File: src/rtl/first_stage_pkg.sv
// Shared constants and helpers for the hidden-layer (first_stage) and output-layer engines.
// Q8.8 fixed point throughout; accumulators are wide enough for 256 full-scale products.
package first_stage_pkg;

    localparam int Q_FRAC_BITS      = 8;
    localparam int ELEMENT_WIDTH    = 16;
    localparam int ACC_WIDTH        = 40;
    localparam int LANES            = 4;
    localparam int NEURONS_PER_LANE = 16;

    localparam logic [ELEMENT_WIDTH-1:0] Q88_MAX = 16'h7FFF;
    localparam logic [ELEMENT_WIDTH-1:0] Q88_MIN = 16'h8000;

    typedef enum logic [2:0] {
        ST_IDLE,
        ST_FETCH,
        ST_WAIT,
        ST_EMIT,
        ST_DONE
    } state_t;

    // Drop the extra fraction bits of a Q16.16 sum, then clamp into 0..Q88_MAX (ReLU + saturate).
    function automatic logic [ELEMENT_WIDTH-1:0] relu_sat(input logic signed [ACC_WIDTH-1:0] acc);
        logic signed [ACC_WIDTH-1:0] r;
        r = acc >>> Q_FRAC_BITS;
        if (r > $signed({{(ACC_WIDTH-ELEMENT_WIDTH){1'b0}}, Q88_MAX}))
            return Q88_MAX;
        else if (r < 0)
            return '0;
        else
            return r[ELEMENT_WIDTH-1:0];
    endfunction

endpackage

File: src/rtl/first_stage_mac.sv
// One neuron lane: signed multiply-accumulate into a wide accumulator, and a
// rescaled/saturated/ReLU output register loaded on emit.
module mac_lane
    import first_stage_pkg::*;
(
    input  logic                     clock,
    input  logic                     clear,
    input  logic                     start,
    input  logic                     mac_en,
    input  logic                     emit,
    input  logic [ELEMENT_WIDTH-1:0] x,
    input  logic [ELEMENT_WIDTH-1:0] w,
    output logic [ELEMENT_WIDTH-1:0] z
);

    logic signed [ACC_WIDTH-1:0]       acc;
    logic signed [2*ELEMENT_WIDTH-1:0] prod;

    assign prod = $signed(x) * $signed(w);

    always_ff @(posedge clock) begin
        if (clear) begin
            acc <= '0;
            z   <= '0;
        end else if (start) begin
            acc <= '0;
        end else if (emit) begin
            z   <= relu_sat(acc);
            acc <= '0;
        end else if (mac_en) begin
            acc <= acc + {{(ACC_WIDTH-2*ELEMENT_WIDTH){prod[2*ELEMENT_WIDTH-1]}}, prod};
        end
    end

endmodule

File: src/rtl/first_stage.sv
// Hidden-layer engine: walks 16 neuron steps of INPUT_LENGTH weight beats each,
// feeding four mac_lane instances and strobing their results to the second stage.
module first_stage
    import first_stage_pkg::*;
#(
    parameter int INPUT_LENGTH = 16,
    parameter int X_ADDR_WIDTH = 4
) (
    input  logic                     clock,
    input  logic                     clear,
    input  logic                     en,
    output logic [X_ADDR_WIDTH-1:0]  x_ram_address,
    output logic                     x_ram_enable,
    input  logic [ELEMENT_WIDTH-1:0] x_ram_data,
    output logic                     w_element_requested,
    input  logic                     w_element_ready,
    input  logic [ELEMENT_WIDTH-1:0] w0_element,
    input  logic [ELEMENT_WIDTH-1:0] w1_element,
    input  logic [ELEMENT_WIDTH-1:0] w2_element,
    input  logic [ELEMENT_WIDTH-1:0] w3_element,
    output logic [ELEMENT_WIDTH-1:0] z0_element,
    output logic [ELEMENT_WIDTH-1:0] z1_element,
    output logic [ELEMENT_WIDTH-1:0] z2_element,
    output logic [ELEMENT_WIDTH-1:0] z3_element,
    output logic                     z0_element_ready,
    output logic                     z1_element_ready,
    output logic                     z2_element_ready,
    output logic                     z3_element_ready,
    output logic                     finished
);

    localparam logic [X_ADDR_WIDTH-1:0] I_LAST = X_ADDR_WIDTH'(INPUT_LENGTH - 1);
    localparam logic [3:0]              J_LAST = 4'(NEURONS_PER_LANE - 1);

    state_t                              state;
    logic [X_ADDR_WIDTH-1:0]             i;
    logic [3:0]                          j;
    logic [ELEMENT_WIDTH-1:0]            x_reg;
    logic                                first_wait;
    logic                                z_ready;

    logic                                start;
    logic                                mac_en;
    logic                                emit;
    logic [ELEMENT_WIDTH-1:0]            x_op;
    logic [LANES-1:0][ELEMENT_WIDTH-1:0] w_bus;
    logic [LANES-1:0][ELEMENT_WIDTH-1:0] z_bus;

    assign start  = (state == ST_IDLE || state == ST_DONE) && en;
    assign mac_en = (state == ST_WAIT) && w_element_ready;
    assign emit   = (state == ST_EMIT);
    // A weight may land in the same cycle the RAM word arrives, before x_reg holds it.
    assign x_op   = first_wait ? x_ram_data : x_reg;
    assign w_bus  = {w3_element, w2_element, w1_element, w0_element};

    always_ff @(posedge clock) begin
        if (clear) begin
            state               <= ST_IDLE;
            i                   <= '0;
            j                   <= '0;
            x_reg               <= '0;
            first_wait          <= 1'b0;
            x_ram_address       <= '0;
            x_ram_enable        <= 1'b0;
            w_element_requested <= 1'b0;
            z_ready             <= 1'b0;
            finished            <= 1'b0;
        end else begin
            x_ram_enable        <= 1'b0;
            w_element_requested <= 1'b0;
            z_ready             <= 1'b0;
            first_wait          <= 1'b0;
            case (state)
                ST_IDLE, ST_DONE: begin
                    if (en) begin
                        state               <= ST_FETCH;
                        i                   <= '0;
                        j                   <= '0;
                        finished            <= 1'b0;
                        x_ram_address       <= '0;
                        x_ram_enable        <= 1'b1;
                        w_element_requested <= 1'b1;
                    end
                end
                ST_FETCH: begin
                    state      <= ST_WAIT;
                    first_wait <= 1'b1;
                end
                ST_WAIT: begin
                    if (first_wait)
                        x_reg <= x_ram_data;
                    if (w_element_ready) begin
                        if (i == I_LAST) begin
                            state <= ST_EMIT;
                        end else begin
                            state               <= ST_FETCH;
                            i                   <= i + X_ADDR_WIDTH'(1);
                            x_ram_address       <= i + X_ADDR_WIDTH'(1);
                            x_ram_enable        <= 1'b1;
                            w_element_requested <= 1'b1;
                        end
                    end else begin
                        first_wait <= 1'b0;
                    end
                end
                ST_EMIT: begin
                    i       <= '0;
                    z_ready <= 1'b1;
                    if (j == J_LAST) begin
                        state    <= ST_DONE;
                        finished <= 1'b1;
                    end else begin
                        state               <= ST_FETCH;
                        j                   <= j + 4'd1;
                        x_ram_address       <= '0;
                        x_ram_enable        <= 1'b1;
                        w_element_requested <= 1'b1;
                    end
                end
                default: state <= ST_IDLE;
            endcase
        end
    end

    for (genvar k = 0; k < LANES; k++) begin : g_lane
        mac_lane u_lane (
            .clock  (clock),
            .clear  (clear),
            .start  (start),
            .mac_en (mac_en),
            .emit   (emit),
            .x      (x_op),
            .w      (w_bus[k]),
            .z      (z_bus[k])
        );
    end

    assign z0_element       = z_bus[0];
    assign z1_element       = z_bus[1];
    assign z2_element       = z_bus[2];
    assign z3_element       = z_bus[3];
    assign z0_element_ready = z_ready;
    assign z1_element_ready = z_ready;
    assign z2_element_ready = z_ready;
    assign z3_element_ready = z_ready;

endmodule

File: config.mk
export PLATFORM = sky130hd
export DESIGN_NAME = first_stage
export DESIGN_NICKNAME = d
export VERILOG_FILES = /design/src/rtl/first_stage_pkg.sv /design/src/rtl/first_stage_mac.sv /design/src/rtl/first_stage.sv
export SDC_FILE = /design/constraint.sdc
export NUM_CORES = 2
export LEC_CHECK = 0
export BUFFER_PORTS_ARGS = -buffer_cell sky130_fd_sc_hd__buf_2
export CAP_MARGIN = 25
export CORE_MARGIN = 8
export CORE_UTILIZATION = 50
export CTS_BUF_LIST = sky130_fd_sc_hd__clkbuf_16
export DETAILED_ROUTE_END_ITERATION = 10
export GPL_TIMING_DRIVEN = 0
export PLACE_DENSITY_LB_ADDON = 0.15
export SLEW_MARGIN = 40
export SYNTH_ARGS = -nofsm -noshare
export SYNTH_HDL_FRONTEND = slang
export SYNTH_SLANG_ARGS = --single-unit
File: constraint.sdc
create_clock -name clock -period 20.9 [get_ports clock]
set_input_delay 1.045 -clock clock [delete_from_list [all_inputs] [get_ports clock]]
set_output_delay 1.045 -clock clock [all_outputs]
set_load 0.01 [all_outputs]
; Word-level counts from Yosys, hierarchy flattened
; Cells that the tools add are included.
[totals]
reg_bits = 259
latchBits = 0
ramBits = 0
romBits = 0
input_bits = 84
output_inout_bits = 75
word_cells = 93
mem_count = 0
[op_classes]
add_sub_neg = 6
multipliers = 4
div_mod_pow = 0
magnitude_cmp = 8
n_eq_ne = 11
n_shift = 0
mux = 32
n_bitwise = 1
reduce_logical = 14
[op_table]
columns = cell, n
row1 = adder 40 bit, 4
row2 = two-way mux 16 bit, 9
row3 = "> comparator 32 x 16 -> 1 bit, second input constant", 4
row4 = "less-than comparator 32 x 1 -> 1 bit, second input constant", 4
row5 = multiplier 16 x 16 -> 32 bit, 4
row6 = case mux 4 bit (3 select lines), 2
row7 = two-way mux 4 bit, 5
row8 = case mux 3 bit (4 select lines), 1
row9 = two-way mux 3 bit, 3
row10 = "adder 4 x 1 -> 4 bit, second input constant", 2
row11 = "== test 4 bit, second input constant", 2
row12 = two-way mux 1 bit, 8
row13 = "!= test 2 bit, second input constant", 4
row14 = case mux 4 bit (2 select lines), 1
row15 = "== test 3 x 2 -> 1 bit, second input constant", 2
row16 = AND reduction 3 bit, 2
row17 = AND reduction 5 bit, 1
row18 = AND reduction 2 bit, 2
row19 = AND reduction 4 bit, 1
row20 = "== test 3 x 1 -> 1 bit, second input constant", 1
row21 = "== test 3 bit, second input constant", 1
row22 = zero test 3 bit, 1
row23 = case mux 1 bit (3 select lines), 1
row24 = nonzero test 3 bit, 1
row25 = other kinds (9), 10

; Depth between registers and ports, before layout
[depth]
word_depth = 5
depth_mapped = 40
ltp_nobuf = 37

; Hierarchy
; From an unflattened synthesis, not the netlist that was laid out.
[unflattened]
cells_unflattened = 6510
hier_area_um2 = 57247.4
[modules_own_cells]
columns = mod, n_inst, cells_per_inst, area_per_inst_um2, seq_area_each_um2
row1 = mac_lane at g_lane[0].u_lane, 1, 1605, 14014.7, 1121.1
row2 = mac_lane at g_lane[1].u_lane, 1, 1601, 13949.6, 1121.1
row3 = mac_lane at g_lane[3].u_lane, 1, 1581, 13884.6, 1121.1
row4 = mac_lane at g_lane[2].u_lane, 1, 1551, 13746.9, 1121.1
row5 = first_stage, 1, 172, 1651.6, 700.7

; Worst setup path before layout
; Ideal clock, no wire load.
[synth_path]
path_type = input to register
start = input x_ram_data[7]
end = register g_lane[2].u_lane.acc[39]
setup_ns = 0.070
arrival_ns = 9.236
required_ns = 20.830
slack_ns = 11.594
cell_stages = 33
n_path_buf = 2
path_cell_list = mux2_2 clkbuf_1 clkbuf_1 nand2_1 fa_1 inv_1 fa_1 inv_1 fa_1 inv_1 fa_1 fa_1 inv_1 fa_1 inv_1 ha_1 and2_1 nand4_1 a211o_1 a31o_2 o211a_1 nor3_1 a221oi_1 xnor2_1 ha_1 a21o_1 a21o_1 a21o_1 a221o_1 a21oi_1 xor2_1 or3_1 a21oi_1
[synth_via]
elab_chain_cells = 3
[synth_rtl]
columns = element, line_no
row1 = from (decl), first_stage.sv:14  ; input logic [ELEMENT_WIDTH-1:0] x_ram_data,
row2 = two-way mux 16 bit, -
row3 = multiplier 16 x 16 -> 32 bit, first_stage_mac.sv:19  ; assign prod = $signed(x) * $signed(w);
row4 = adder 40 bit, first_stage_mac.sv:31  ; acc <= acc + {{(ACC_WIDTH-2*ELEMENT_WIDTH){prod[2*ELEMENT_WIDTH-1]}}, prod};
row5 = to (signal assigned), first_stage_mac.sv:31
row6 = to (decl), first_stage_mac.sv:16  ; logic signed [ACC_WIDTH-1:0] acc;
; No other way between the ends.
; A chain may end at the register's enable or synchronous reset.

; Worst setup path after layout
[layout_path]
start = register first_wait
end = register g_lane[2].u_lane.acc[39]
[layout_via]
elab_chain_cells = 3
[layout_rtl]
columns = element, line_no
row1 = from (decl), first_stage.sv:39  ; logic first_wait;
row2 = from (signal assigned), first_stage.sv:62  ; first_wait <= 1'b0;
row3 = from (signal assigned), first_stage.sv:72  ; first_wait <= 1'b0;
row4 = from (signal assigned), first_stage.sv:87  ; first_wait <= 1'b1;
row5 = two-way mux 16 bit, -
row6 = multiplier 16 x 16 -> 32 bit, first_stage_mac.sv:19
row7 = adder 40 bit, first_stage_mac.sv:31
; No other way between the ends.

==> flow_metrics.env <==
export IMPL_clkTransAtPathRegs_ns=0.07
export IMPL_firstDrtPassIters=8
export IMPL_period_needed_ns=11.26
export IMPL_dieWidth_um=351
export IMPL_first_global_vias=46700
export IMPL_drt_iter0_drc=3984
export IMPL_gp_congestion=0.976
export IMPL_cts_hold_buf=0
export IMPL_cp_required_ns=21.46
export IMPL_synthCells=6504
export IMPL_synthToLayoutAreaGrowth_pct=7.14
export IMPL_startpoint_type="flop"
export IMPL_crit_type="reg -> reg"
export IMPL_fin_crit_sh_pct=53.9
export IMPL_vias_per_cell=5.62
export IMPL_cp_num_cells=36
export IMPL_avgRoutedWirePerCell_um=23.4
export IMPL_holdPathEnd="g_lane[2].u_lane.z[0]$_SDFFE_PP0P_"
export IMPL_p_int_mw=4.08
export IMPL_reg2reg_slack_ns=9.64
export IMPL_grtUsageTotal_pct=31.5
export IMPL_cts_max_path_buffers=3
export IMPL_io_pins=159
export IMPL_status="finished, final reports clean"
export IMPL_die_area_um2=123000
export IMPL_rows=123
export IMPL_clock_sinks=259
export IMPL_rsz0062_at_grt="no"
export IMPL_synth_area_um2=56000
export IMPL_multiInputGateArea_um2=45600
export IMPL_clk_latency_ns=0.63
export IMPL_p_seq_share_pct=5.5
export IMPL_switching_share_pct=59.3
export IMPL_ant_nets=0
export IMPL_grt_antenna_before_repair=31
export IMPL_largest_reg_flops=160
export IMPL_cts_made_buffers=30
export IMPL_crit_buf_inv=6
export IMPL_stdcell_count=8232
export IMPL_r2r_end="g_lane[2].u_lane.acc[39]$_SDFFE_PP0P_"
export IMPL_cts_tree="built"
export IMPL_end_kind="flop"
export IMPL_finalClockSkew_ns=0.0269
export IMPL_drive_above_1_share_pct=5.67
export IMPL_crit_family="adder cells"
export IMPL_cts_root_buf="clkbuf_16"
export IMPL_dp_cells=8164
export IMPL_final_max_slew_viol_count=0
export IMPL_vias=46200
export IMPL_worst_path_largest_cell_delay_ns=0.74
export IMPL_cap_violations=0
export IMPL_synth_edff_count=0
export IMPL_synth_seq_cells=259
export IMPL_p_leak_nw=30.5
export IMPL_report_final_hold_viol_count=0
export IMPL_dpl_hpwl_mm=159
export IMPL_cp_max_fo=10
export IMPL_ir_worst_vdd_mv=0.131
export IMPL_synthFlopType="dfxtp_1"
export IMPL_syn_area_per_cell_um2=8.62
export IMPL_fin_util_pct=53.7
export IMPL_hp_class="reg -> reg"
export IMPL_maxSlewHeadroom_pct=32.5
export IMPL_pwr_share_clk_pct=5.5
export IMPL_yosys_warnings=0
export IMPL_grt_max_degree=17
export IMPL_fill_cells=10600
export IMPL_tightest_slew_ns=1.01
export IMPL_worstReg2RegStart="first_wait$_SDFF_PP0_"
export IMPL_start_util_pct=50.1
export IMPL_p_per_area_nw_per_um2=167
export IMPL_core_um2=112000
export IMPL_switching_power_mw=5.94
export IMPL_crit_path_top_delay_cell="clkbuf_1"
export IMPL_cts_max_level=1
export IMPL_drc=0
export IMPL_final_nets=8334
export IMPL_hold_depth=2
export IMPL_portBuffers=158
export IMPL_grt_ovfl_total=0
export IMPL_yosysSeqAreaShare_pct=9.25
export IMPL_tns_ns=0
export IMPL_grt_pass1_wl_mm=292
export IMPL_seq_area_um2=5180
export IMPL_power_frac_comb_pct=89.1
export IMPL_min_delay_start="g_lane[2].u_lane.z[0]$_SDFFE_PP0P_"
export IMPL_cts_repair_resized=0
export IMPL_fp_dieH_um=351
export IMPL_netlist_cell_type_count=77
export IMPL_setup_viol=0
export IMPL_cp_arrival_ns=11.82
export IMPL_fmax_mhz=88.8
export IMPL_post_cts_setup_buffers=0
export IMPL_drt_wl_total_mm=192
export IMPL_async_reset_ff_share_pct=0
export IMPL_worstRegToRegCells=36
export IMPL_syn_nets=8142
==> synth_stat cells, types with 11 or more instances <==
master	n	area share (%)
nor2_1	308	2.1
and3_1	25	0.28
clkbuf_1	252	1.7
inv_1	1179	7.9
nand3_1	63	0.56
nor2b_1	28	0.31
nand4_1	26	0.29
xnor2_1	189	3.0
o21ai_0	215	1.9
a31o_2	11	0.17
o21bai_1	36	0.48
dfxtp_1	259	9.3
a31oi_1	34	0.38
a21oi_1	327	2.9
o21a_1	28	0.38
ha_1	502	11
and4_1	13	0.20
xor2_1	80	1.3
nand2_1	852	5.7
fa_1	1052	38
nand2b_1	37	0.41
mux2i_1	13	0.23
nor4_1	21	0.23
a21o_1	132	1.8
o31ai_1	11	0.15
a211oi_1	48	0.64
mux2_2	17	0.34
and2_1	516	5.8
or3_1	22	0.25
nor3_1	65	0.58
==> routing by layer <==
| layer | vias up | global-route usage [%] | part of all wire, % |
|---|---|---|---|
| met2 | 1958 | 49.0 | 44 |
| met4 | 12 | 13.6 | 5.6 |
| met5 | - | 0 | 0.042 |
| met3 | 445 | 5.69 | 8.9 |
| li1 | 20700 | - | - |
| met1 | 23100 | 43.3 | 41 |
==> kinds of logic (layout without fill, tap and decap cells) <==
logic type / count (synthesis) / in the layout / share of synthesized area, %
compound gates: 941 / 941 / 10.4
xor+xnor: 269 / 269 / 4.20
fa+ha+maj: 1554 / 1554 / 48.8
buf+inv: 1443 / 1659 / 9.73
flops: 259 / 259 / 9.25
mux: 30 / 30 / 0.574
other cells: 0 / 12 / 0
simple gates: 2008 / 2008 / 17.1
==> cells in the final DEF, fill, tap and decap left out, types with 161 or more instances in the layout <==
master / netlist / routed
and2_1: 516 / 516
nor2_1: 308 / 307
nand2_1: 852 / 852
xnor2_1: 189 / 180
o21ai_0: 215 / 214
clkbuf_1: 252 / 161
dfxtp_1: 259 / 259
a21oi_1: 327 / 327
inv_1: 1179 / 1181
ha_1: 502 / 502
fa_1: 1052 / 1052
==> area by class of cell <==
class / count / share of cell area (%)
flip-flops and latches: 259 / 8.64
inverters: 1179 / 7.37
plain buffers: 264 / 1.90
well taps: 1500 / 3.13
multi-input cells: 4802 / 75.9
clock buffers: 30 / 1.25
repair buffers: 160 / 1.39
diodes: 12 / 0.0500
clock inverters: 26 / 0.392
==> worst reg2reg max path: cells and delay by family (launching register included) <==
kind | cells | cell delay [ns]
DFF | 1 | 0.40
AOI/OAI and AO/OA | 12 | 2.92
xor gates and xnor gates | 2 | 0.45
adders and majority gates | 8 | 3.76
muxes | 1 | 0.30
buffers and inverters | 6 | 2.02
and+or+nand+nor | 7 | 1.38
==> stage by stage <==
step | power, mW | cell area, µm² | hold WS, ns | worst slack [ns]
6_report | 10.0 | 60000 | 0.451 | 9.64
4_1_cts | 10.0 | 60000 | 0.456 | 9.76
2_1_floorplan | 6.61 | 56000 | 0.436 | 11.59
5_1_grt | 11.0 | 60000 | 0.474 | 9.09
3_5_place_dp | 9.39 | 59000 | 0.438 | 9.66
3_3_place_gp | 9.20 | 58700 | 0.430 | 8.66
==> power by group through the flow <==
stage	Sequential, mW	Clock [mW]	Combinational, mW
after global placement	0.557	0	8.65
after floorplan	0.550	0	6.06
after detailed placement	0.557	0	8.83
after CTS	0.546	0.557	8.91
after global routing	0.550	0.572	9.84
final	0.547	0.547	8.92
==> worst max path at each step <==
stage / endpoint / startpoint
after floorplan: g_lane[2].u_lane.acc[39]$_SDFFE_PP0P_ / x_ram_data[7]
after global placement: g_lane[0].u_lane.acc[39]$_SDFFE_PP0P_ / x_ram_data[15]
after detailed placement: g_lane[2].u_lane.acc[39]$_SDFFE_PP0P_ / x_ram_data[11]
after CTS: g_lane[2].u_lane.acc[39]$_SDFFE_PP0P_ / first_wait$_SDFF_PP0_
after global routing: g_lane[2].u_lane.acc[39]$_SDFFE_PP0P_ / first_wait$_SDFF_PP0_
final: g_lane[2].u_lane.acc[39]$_SDFFE_PP0P_ / first_wait$_SDFF_PP0_
Note: power is estimated with default switching activity, not from simulation.
